<file path="config.mk">
export PLATFORM = sky130hd
export DESIGN_NAME = d_stall_ctrl_flat
export DESIGN_NICKNAME = d
export VERILOG_FILES = /design/src/rtl/d_stall_ctrl_pkg.sv /design/src/rtl/d_stall_ctrl_if.sv /design/src/rtl/d_stall_ctrl_mdu_busy_cnt.sv /design/src/rtl/d_stall_ctrl.sv /design/src/flat_wrapper.sv
export SDC_FILE = /design/constraint.sdc
export NUM_CORES = 1
export LEC_CHECK = 0
export ABC_AREA = 1
export ABC_CLOCK_PERIOD_IN_PS = 3400
export BUFFER_PORTS_ARGS = -buffer_cell sky130_fd_sc_hd__buf_4
export CAP_MARGIN = 20
export CORE_ASPECT_RATIO = 0.5
export CORE_MARGIN = 4
export CORE_UTILIZATION = 48
export CTS_CLUSTER_SIZE = 14
export DETAILED_ROUTE_END_ITERATION = 10
export HOLD_SLACK_MARGIN = 0.15
export MAX_ROUTING_LAYER = met4
export PLACE_DENSITY = 0.7
export SLEW_MARGIN = 20
export SYNTH_ARGS = -nofsm -noshare
export SYNTH_HDL_FRONTEND = slang
export SYNTH_SLANG_ARGS = --single-unit
</file>
<file path="constraint.sdc">
create_clock -name clk -period 3.4 [get_ports clk]
set_clock_uncertainty 0.05 [all_clocks]
set_input_delay 0.34 -clock clk [delete_from_list [all_inputs] [get_ports clk]]
set_output_delay 0.34 -clock clk [all_outputs]
set_load 0.02 [all_outputs]
</file>
<file path="src/rtl/d_stall_ctrl_pkg.sv">
// Shared definitions for the decode-stage stall controller.
//  - TUSE/TNEW encodings (TUSE_NONE marks an operand the D instruction never reads)
//  - default MDU latencies and perf-counter width
//  - stall_src_t: per-cause breakdown of the stall, exported for debug/observation
//  - mdu_cnt_bits(): width of the MDU busy counter (at least 4 bits)
package d_stall_ctrl_pkg;

  localparam logic [1:0] TUSE_NOW  = 2'd0;
  localparam logic [1:0] TUSE_ONE  = 2'd1;
  localparam logic [1:0] TUSE_TWO  = 2'd2;
  localparam logic [1:0] TUSE_NONE = 2'd3;

  localparam logic [1:0] TNEW_NOW  = 2'd0;
  localparam logic [1:0] TNEW_ONE  = 2'd1;
  localparam logic [1:0] TNEW_TWO  = 2'd2;

  localparam int MULT_CYC_DEF = 5;
  localparam int DIV_CYC_DEF  = 10;
  localparam int CNT_W_DEF    = 32;

  typedef struct packed {
    logic haz_rs;
    logic haz_rt;
    logic stall_md;
  } stall_src_t;

  // Counter must hold the larger latency; never narrower than 4 bits.
  function automatic int mdu_cnt_bits(input int mult_cyc, input int div_cyc);
    int m;
    int w;
    m = (mult_cyc > div_cyc) ? mult_cyc : div_cyc;
    w = $clog2(m + 1);
    return (w < 4) ? 4 : w;
  endfunction

endpackage

</file>
<file path="src/rtl/d_stall_ctrl_if.sv">
// Bundle of pipeline-side signals seen by the stall controller.
// All signals are level-qualified per cycle; there is no valid/ready handshake:
// the D/E/M fields describe whatever instructions occupy those stages this cycle,
// and stall is a same-cycle combinational answer to them.
//  master : pipeline side (drives D/E/M fields, receives stall info)
//  slave  : stall controller
//  stall_src is a debug view of which condition(s) raised stall.
interface d_stall_ctrl_if #(parameter int CNT_W = 32);
  import d_stall_ctrl_pkg::*;

  logic [4:0]       rs_D;
  logic [4:0]       rt_D;
  logic [1:0]       tuse_rs;
  logic [1:0]       tuse_rt;
  logic             md_D;
  logic [4:0]       wa_E;
  logic [1:0]       tnew_E;
  logic [4:0]       wa_M;
  logic [1:0]       tnew_M;
  logic             start_E;
  logic             is_div_E;
  logic             exc_req;
  logic             stall;
  logic             mdu_busy;
  logic [CNT_W-1:0] stall_cnt;
  stall_src_t       stall_src;

  modport master (
    output rs_D, rt_D, tuse_rs, tuse_rt, md_D, wa_E, tnew_E, wa_M, tnew_M,
           start_E, is_div_E, exc_req,
    input  stall, mdu_busy, stall_cnt, stall_src
  );

  modport slave (
    input  rs_D, rt_D, tuse_rs, tuse_rt, md_D, wa_E, tnew_E, wa_M, tnew_M,
           start_E, is_div_E, exc_req,
    output stall, mdu_busy, stall_cnt, stall_src
  );

endinterface

</file>
<file path="src/rtl/d_stall_ctrl_mdu_busy_cnt.sv">
// MDU busy counter.
//  clk, reset : clock, async active-high reset (counter -> 0)
//  load       : a committed mult/div leaves E at this edge
//  is_div     : selects DIV_CYC (1) or MULT_CYC (0) on load
//  busy       : counter != 0
// A load always wins over the running countdown; otherwise the counter
// decrements to zero and holds there.
module mdu_busy_cnt
  import d_stall_ctrl_pkg::*;
#(
  parameter int MULT_CYC = MULT_CYC_DEF,
  parameter int DIV_CYC  = DIV_CYC_DEF
) (
  input  logic clk,
  input  logic reset,
  input  logic load,
  input  logic is_div,
  output logic busy
);

  localparam int W = mdu_cnt_bits(MULT_CYC, DIV_CYC);

  logic [W-1:0] count_q;
  logic [W-1:0] count_d;

  always_comb begin
    count_d = count_q;
    if (load) begin
      count_d = is_div ? W'(DIV_CYC) : W'(MULT_CYC);
    end else if (count_q != '0) begin
      count_d = count_q - W'(1);
    end
  end

  always_ff @(posedge clk or posedge reset) begin
    if (reset) begin
      count_q <= '0;
    end else begin
      count_q <= count_d;
    end
  end

  assign busy = (count_q != '0);

endmodule

</file>
<file path="src/rtl/d_stall_ctrl.sv">
// Decode-stage stall controller for the 5-stage MIPS core.
//  clk, reset : clock, async active-high reset
//  bus        : d_stall_ctrl_if slave modport
//    in : rs_D/rt_D + tuse_rs/tuse_rt, md_D, wa_E/tnew_E, wa_M/tnew_M,
//         start_E, is_div_E, exc_req
//    out: stall (freeze PC/IF-ID, bubble ID/EX), mdu_busy, stall_cnt, stall_src
// A RAW hazard exists when an operand is needed sooner (tuse) than an E/M
// writer can forward it (tnew). MDU-touching instructions wait while the MDU
// is busy or one is just starting in E.
module d_stall_ctrl
  import d_stall_ctrl_pkg::*;
#(
  parameter int MULT_CYC = MULT_CYC_DEF,
  parameter int DIV_CYC  = DIV_CYC_DEF,
  parameter int CNT_W    = CNT_W_DEF
) (
  input  logic           clk,
  input  logic           reset,
  d_stall_ctrl_if.slave  bus
);

  stall_src_t       src;
  logic             stall;
  logic             mdu_busy;
  logic             mdu_load;
  logic [CNT_W-1:0] stall_cnt_q;
  logic [CNT_W-1:0] stall_cnt_d;

  // A flushed (exception) mult/div never started, so it must not load.
  assign mdu_load = bus.start_E & ~bus.exc_req;

  mdu_busy_cnt #(
    .MULT_CYC (MULT_CYC),
    .DIV_CYC  (DIV_CYC)
  ) u_mdu_busy_cnt (
    .clk    (clk),
    .reset  (reset),
    .load   (mdu_load),
    .is_div (bus.is_div_E),
    .busy   (mdu_busy)
  );

  // $zero is never a real dependency; TUSE_NONE means the operand is unused.
  always_comb begin
    src = '0;
    src.haz_rs = (bus.rs_D != 5'd0) && (bus.tuse_rs != TUSE_NONE) &&
                 (((bus.rs_D == bus.wa_E) && (bus.tuse_rs < bus.tnew_E)) ||
                  ((bus.rs_D == bus.wa_M) && (bus.tuse_rs < bus.tnew_M)));
    src.haz_rt = (bus.rt_D != 5'd0) && (bus.tuse_rt != TUSE_NONE) &&
                 (((bus.rt_D == bus.wa_E) && (bus.tuse_rt < bus.tnew_E)) ||
                  ((bus.rt_D == bus.wa_M) && (bus.tuse_rt < bus.tnew_M)));
    src.stall_md = bus.md_D && (mdu_busy || bus.start_E);
  end

  assign stall = src.haz_rs | src.haz_rt | src.stall_md;

  always_comb begin
    stall_cnt_d = stall_cnt_q;
    if (stall) begin
      stall_cnt_d = stall_cnt_q + CNT_W'(1);
    end
  end

  always_ff @(posedge clk or posedge reset) begin
    if (reset) begin
      stall_cnt_q <= '0;
    end else begin
      stall_cnt_q <= stall_cnt_d;
    end
  end

  assign bus.stall     = stall;
  assign bus.mdu_busy  = mdu_busy;
  assign bus.stall_cnt = stall_cnt_q;
  assign bus.stall_src = src;

endmodule

</file>
<file path="src/flat_wrapper.sv">
// flat-port wrapper written by rule: the top's interface ports become plain ports
module d_stall_ctrl_flat import d_stall_ctrl_pkg::*;
#(
  parameter int MULT_CYC = MULT_CYC_DEF,
  parameter int DIV_CYC  = DIV_CYC_DEF,
  parameter int CNT_W    = CNT_W_DEF
)
  (clk, reset, bus_rs_D, bus_rt_D, bus_tuse_rs, bus_tuse_rt, bus_md_D, bus_wa_E, bus_tnew_E, bus_wa_M, bus_tnew_M, bus_start_E, bus_is_div_E, bus_exc_req, bus_stall, bus_mdu_busy, bus_stall_cnt, bus_stall_src);
  d_stall_ctrl_if #(.CNT_W(CNT_W)) bus_i ();
  input  logic clk;
  input  logic reset;
  input wire logic [$bits(bus_i.rs_D)-1:0] bus_rs_D;
  input wire logic [$bits(bus_i.rt_D)-1:0] bus_rt_D;
  input wire logic [$bits(bus_i.tuse_rs)-1:0] bus_tuse_rs;
  input wire logic [$bits(bus_i.tuse_rt)-1:0] bus_tuse_rt;
  input wire logic [$bits(bus_i.md_D)-1:0] bus_md_D;
  input wire logic [$bits(bus_i.wa_E)-1:0] bus_wa_E;
  input wire logic [$bits(bus_i.tnew_E)-1:0] bus_tnew_E;
  input wire logic [$bits(bus_i.wa_M)-1:0] bus_wa_M;
  input wire logic [$bits(bus_i.tnew_M)-1:0] bus_tnew_M;
  input wire logic [$bits(bus_i.start_E)-1:0] bus_start_E;
  input wire logic [$bits(bus_i.is_div_E)-1:0] bus_is_div_E;
  input wire logic [$bits(bus_i.exc_req)-1:0] bus_exc_req;
  output wire logic [$bits(bus_i.stall)-1:0] bus_stall;
  output wire logic [$bits(bus_i.mdu_busy)-1:0] bus_mdu_busy;
  output wire logic [$bits(bus_i.stall_cnt)-1:0] bus_stall_cnt;
  output wire logic [$bits(bus_i.stall_src)-1:0] bus_stall_src;
  assign bus_i.rs_D = bus_rs_D;
  assign bus_i.rt_D = bus_rt_D;
  assign bus_i.tuse_rs = bus_tuse_rs;
  assign bus_i.tuse_rt = bus_tuse_rt;
  assign bus_i.md_D = bus_md_D;
  assign bus_i.wa_E = bus_wa_E;
  assign bus_i.tnew_E = bus_tnew_E;
  assign bus_i.wa_M = bus_wa_M;
  assign bus_i.tnew_M = bus_tnew_M;
  assign bus_i.start_E = bus_start_E;
  assign bus_i.is_div_E = bus_is_div_E;
  assign bus_i.exc_req = bus_exc_req;
  assign bus_stall = bus_i.stall;
  assign bus_mdu_busy = bus_i.mdu_busy;
  assign bus_stall_cnt = bus_i.stall_cnt;
  assign bus_stall_src = bus_i.stall_src;
  d_stall_ctrl #(.MULT_CYC(MULT_CYC), .DIV_CYC(DIV_CYC), .CNT_W(CNT_W)) u_core (.clk(clk), .reset(reset), .bus(bus_i));
endmodule
</file>
==> reports/results.env <==
UTILIZATION_PCT=64.26
CTS_BUFFERS=5
WORST_SLEW_PIN_SLEW_NS=0.4479
DRT-PASS1-ITER-COUNT=4
SETUP_CRIT_END_KIND='output pin'
NUMBER_OF_INPUT_AND_OUTPUT_PORT_BUFFERS_INSERTED=70
SYNTH_FA_HA_AREA_SHARE_PCT=3.036
CP-START-KIND='flop'
HOLD_CLASS='input pin to flop'
SYNTH.TOP_CELL.AREA_SHARE_PCT=31.22
POST-PLACE-CELLS=576
FMAX_GHz=0.4534
MAX-VDD-IR-DROP_mV=0.2458
ITER_0_DRT_VIOLATIONS=268
FIN_AREA_MM2=0.003636
SYNTH-SEQ-AREA-SHARE_PCT=31.22
LAYOUT.CELLS.MOST_COMMON_LIST='165 x sky130_fd_sc_hd__nand2_1, 75 x sky130_fd_sc_hd__buf_4, 51 x sky130_fd_sc_hd__inv_1'
CRIT_PATH_MAX_FANOUT=17
WL_PER_CELL_UM=12.78
I_O_PINS=71
SYNTHTOPCELLSBYAREA='sky130_fd_sc_hd__dfrtp_1 31%, sky130_fd_sc_hd__nand2_1 21%, sky130_fd_sc_hd__nand4_1 8.2%, sky130_fd_sc_hd__inv_1 6.6%, sky130_fd_sc_hd__xor2_1 6.1%'
POST_SYNTH_INST_COUNT=440
ANTENNA-DIODE-COUNT=0
XOR_XNOR_SHARE_OF_THE_SYNTHESIZED_AREA_PCT=9.714
GR-USAGE-ALL-LAYERS_PCT=21.27
DETAILEDPLACE.WORSTSLACK_NS=1.273
VIAS=2964
STARTING_DENSITY_PCT=51.00
WORSTPATHCELLLIST='inv_1 > ha_1 > nand2_1 > o21ai_2 > nand3_2 > buf_4'
TIMING.FINAL.CRIT_PERIOD_NS=2.206
CP_DATA_REQUIRED_TIME_NS=3.01
SYNTH.AREA.MUX_SHARE_PCT=0
CTS_TREE='done'
SYNTH-COMPOUND-AREA-SHARE_PCT=3.166
CTS.REPAIR_TIMING.SETUP_BUFFER_COUNT=0
WORST_PATH_CLK_SLEW_NS=0.05
POST_CTS_HOLD_BUFFER_COUNT=1
PATH_CLASS='flop to output pin'
LAYOUT.CELLS.MOST_COMMON='sky130_fd_sc_hd__nand2_1'
DIEHEIGHT_UM=62.82
POST-LAYOUT-TOTAL-POWER_mW=1.429
TIMING.SETUP.TNS_NS=0
CRIT_PATH_TOP_DELAY_CELL='sky130_fd_sc_hd__dfrtp_1'
VIASPERCELL=5.067
CLOCK_TREE.BUFFER_DEPTH=2
P_LEAK_nW=2.028
RUN_STATUS='finished clean'
WORST_SLEW_MARGIN_REL_PCT=70.14
FINALNETCOUNT=552
YOSYSTOPAREACELL='sky130_fd_sc_hd__dfrtp_1'
GRT_MOST_USED_LAYER='met1'
FINAL-HOLD-VIOLATION-COUNT=0
POST-ROUTE-DRC-COUNT=0
DIE_WIDTH_UM=117.6
TIMING.CRITICAL_PATH.SLOWEST_CELL_DELAY_NS=0.35
WORST_HOLD_SLACK_NS=0.2980
GP_CONGESTION=0.9007
ROUTED_WL_UM=7478
CTS_RESIZED=0
CRITPATHARRIVALTIME_NS=1.82
USE_MET3_PCT=3.436
CTSROOTBUFFERMASTER='sky130_fd_sc_hd__clkbuf_16'
YS_WARN_COUNT=0
SYNTHESIZED_AREA_PER_CELL_UM2=6.557
MAPPEDNETLISTAREA_MM2=0.002885
SYNTH_CELL_TYPE_COUNT=26
NUM-FILL-CELLS=551
POSTSYNTHREGISTERBITS=36
FIRST_PASS_GRT_WIRE_LENGTH_UM=12810
CELLPOWERDENSITY_mW_PER_MM2=393.0
GRT_PASS1_VIAS=2739
MAXIMUM_NUMBER_OF_PINS_ON_ONE_NET_BEFORE_GLOBAL_ROUTE_REPAIR=37
TIMING_MAX_TRANSITION_VIOLATIONS_FINAL=0
GRT.OVERFLOW.TOTAL=0
DIE-AREA_MM2=0.007390
CLK_LATENCY_NS=0.28
RSZ0062_AT_GRT='no'
MAX-CAP-VIOLATIONS=0
ANTENNA_LEFT=0
GRT.MET2_USAGE_PCT=30.38
FP.COREAREA_MM2=0.005658
SETUP_WS_NS=1.194
LAYOUT-AREA-OVERHEAD-VS-SYNTH_PCT=26.02
HPWL_UM=5760
SYNTH_SIMPLE_GATE_AREA_SHARE_PCT=43.63
STDCELL_COUNT=585
FINAL_LAYOUT_SIZE_SUFFIX_GT1_SHARE_PCT=19.34
NUMBER_OF_ANTENNA_VIOLATIONS_AT_THE_FIRST_CHECK_IN_GLOBAL_ROUTING=0
USE_MET1_PCT=31.66
FINAL.PERIOD_UTILIZATION_PCT=64.88
CLOCK_SINK_TOTAL=36
ROWS=19
CTS_HTREE_LEVELS=2
POSTSYNTHNETCOUNT=481
SETUP_VIOL=0
COMBINATIONAL_FAMILY_WITH_THE_MOST_AREA_AFTER_SYNTHESIS='simple AND/OR/NAND/NOR gates'
PLACE_AREA_MM2=0.003476
==> metal layers <==
metal	routed length, um	share of wire, %
met1	3785	51
met2	3086	41
met3	525	7.0
met4	80	1.1
met5	0	0
==> layout make-up <==
cell class	count	area [um^2]	area share, %
clock buffer	7	142.6	3.923
clock inverter	1	7.507	0.2065
inverter	54	202.7	5.575
multi-input combinational	338	1718	47.25
sequential	36	900.9	24.78
tap	73	91.34	2.512
timing repair buffer	76	573.1	15.76
==> final timing paths <==
check                                            startpoint                                to  slack, ns  cells past startpoint
max                        u_core.u_mdu_busy_cnt.count_q[0]                         bus_stall       1.19                      6
min                                            bus_is_div_E  u_core.u_mdu_busy_cnt.count_q[2]       0.30                      3
min reg2reg                u_core.u_mdu_busy_cnt.count_q[0]  u_core.u_mdu_busy_cnt.count_q[0]       0.54                      3
min in group asynchronous                             reset  u_core.u_mdu_busy_cnt.count_q[2]       0.70                      4
max reg2reg                u_core.u_mdu_busy_cnt.count_q[0]          u_core.bus.stall_cnt[11]       1.53                      8
max in group asynchronous                             reset           u_core.bus.stall_cnt[8]       2.29                      4
==> Yosys cell counts (all sizes together) <==
cell type,instances
nand3,13
clkbuf,3
a21boi,1
nand3b,5
buf,9
a21oi,8
nand4,38
or2,1
xor2,20
dfrtp,36
ha,7
and3,1
inv,54
nand2,170
o21ai,8
nor3,8
xnor2,12
nor2,46
==> cells by family (layout without fill, tap and decap cells) <==
kind of cell / count (synthesis) / count (layout)
adders and majority gates: 7 / 7
AOI/OAI and AO/OA: 17 / 17
xor gates and xnor gates: 32 / 32
and+or+nand+nor: 282 / 282
DFF: 36 / 36
buffers and inverters: 66 / 138
==> registers in the layout, summed over array words and instances (netlist names) <==
signal                         flops
u_core.bus.stall_cnt              32
u_core.u_mdu_busy_cnt.count_q      4
==> critical path: cells and delay by family, from the launching register on <==
kind            cells  cell delay (ns)
buf+inv             2             0.40
fa+ha+maj           1             0.16
flops               1             0.35
compound gates      1             0.19
simple gates        2             0.43
==> power breakdown <==
| group | leakage, nW | internal (mW) | switching (mW) |
|---|---|---|---|
| sequential | 0.487 | 0.483 | 0.0637 |
| combinational | 1.47 | 0.173 | 0.250 |
| clock | 0.0701 | 0.292 | 0.168 |
| total | 2.03 | 0.947 | 0.481 |
Note: power is estimated with default switching activity, not from simulation.
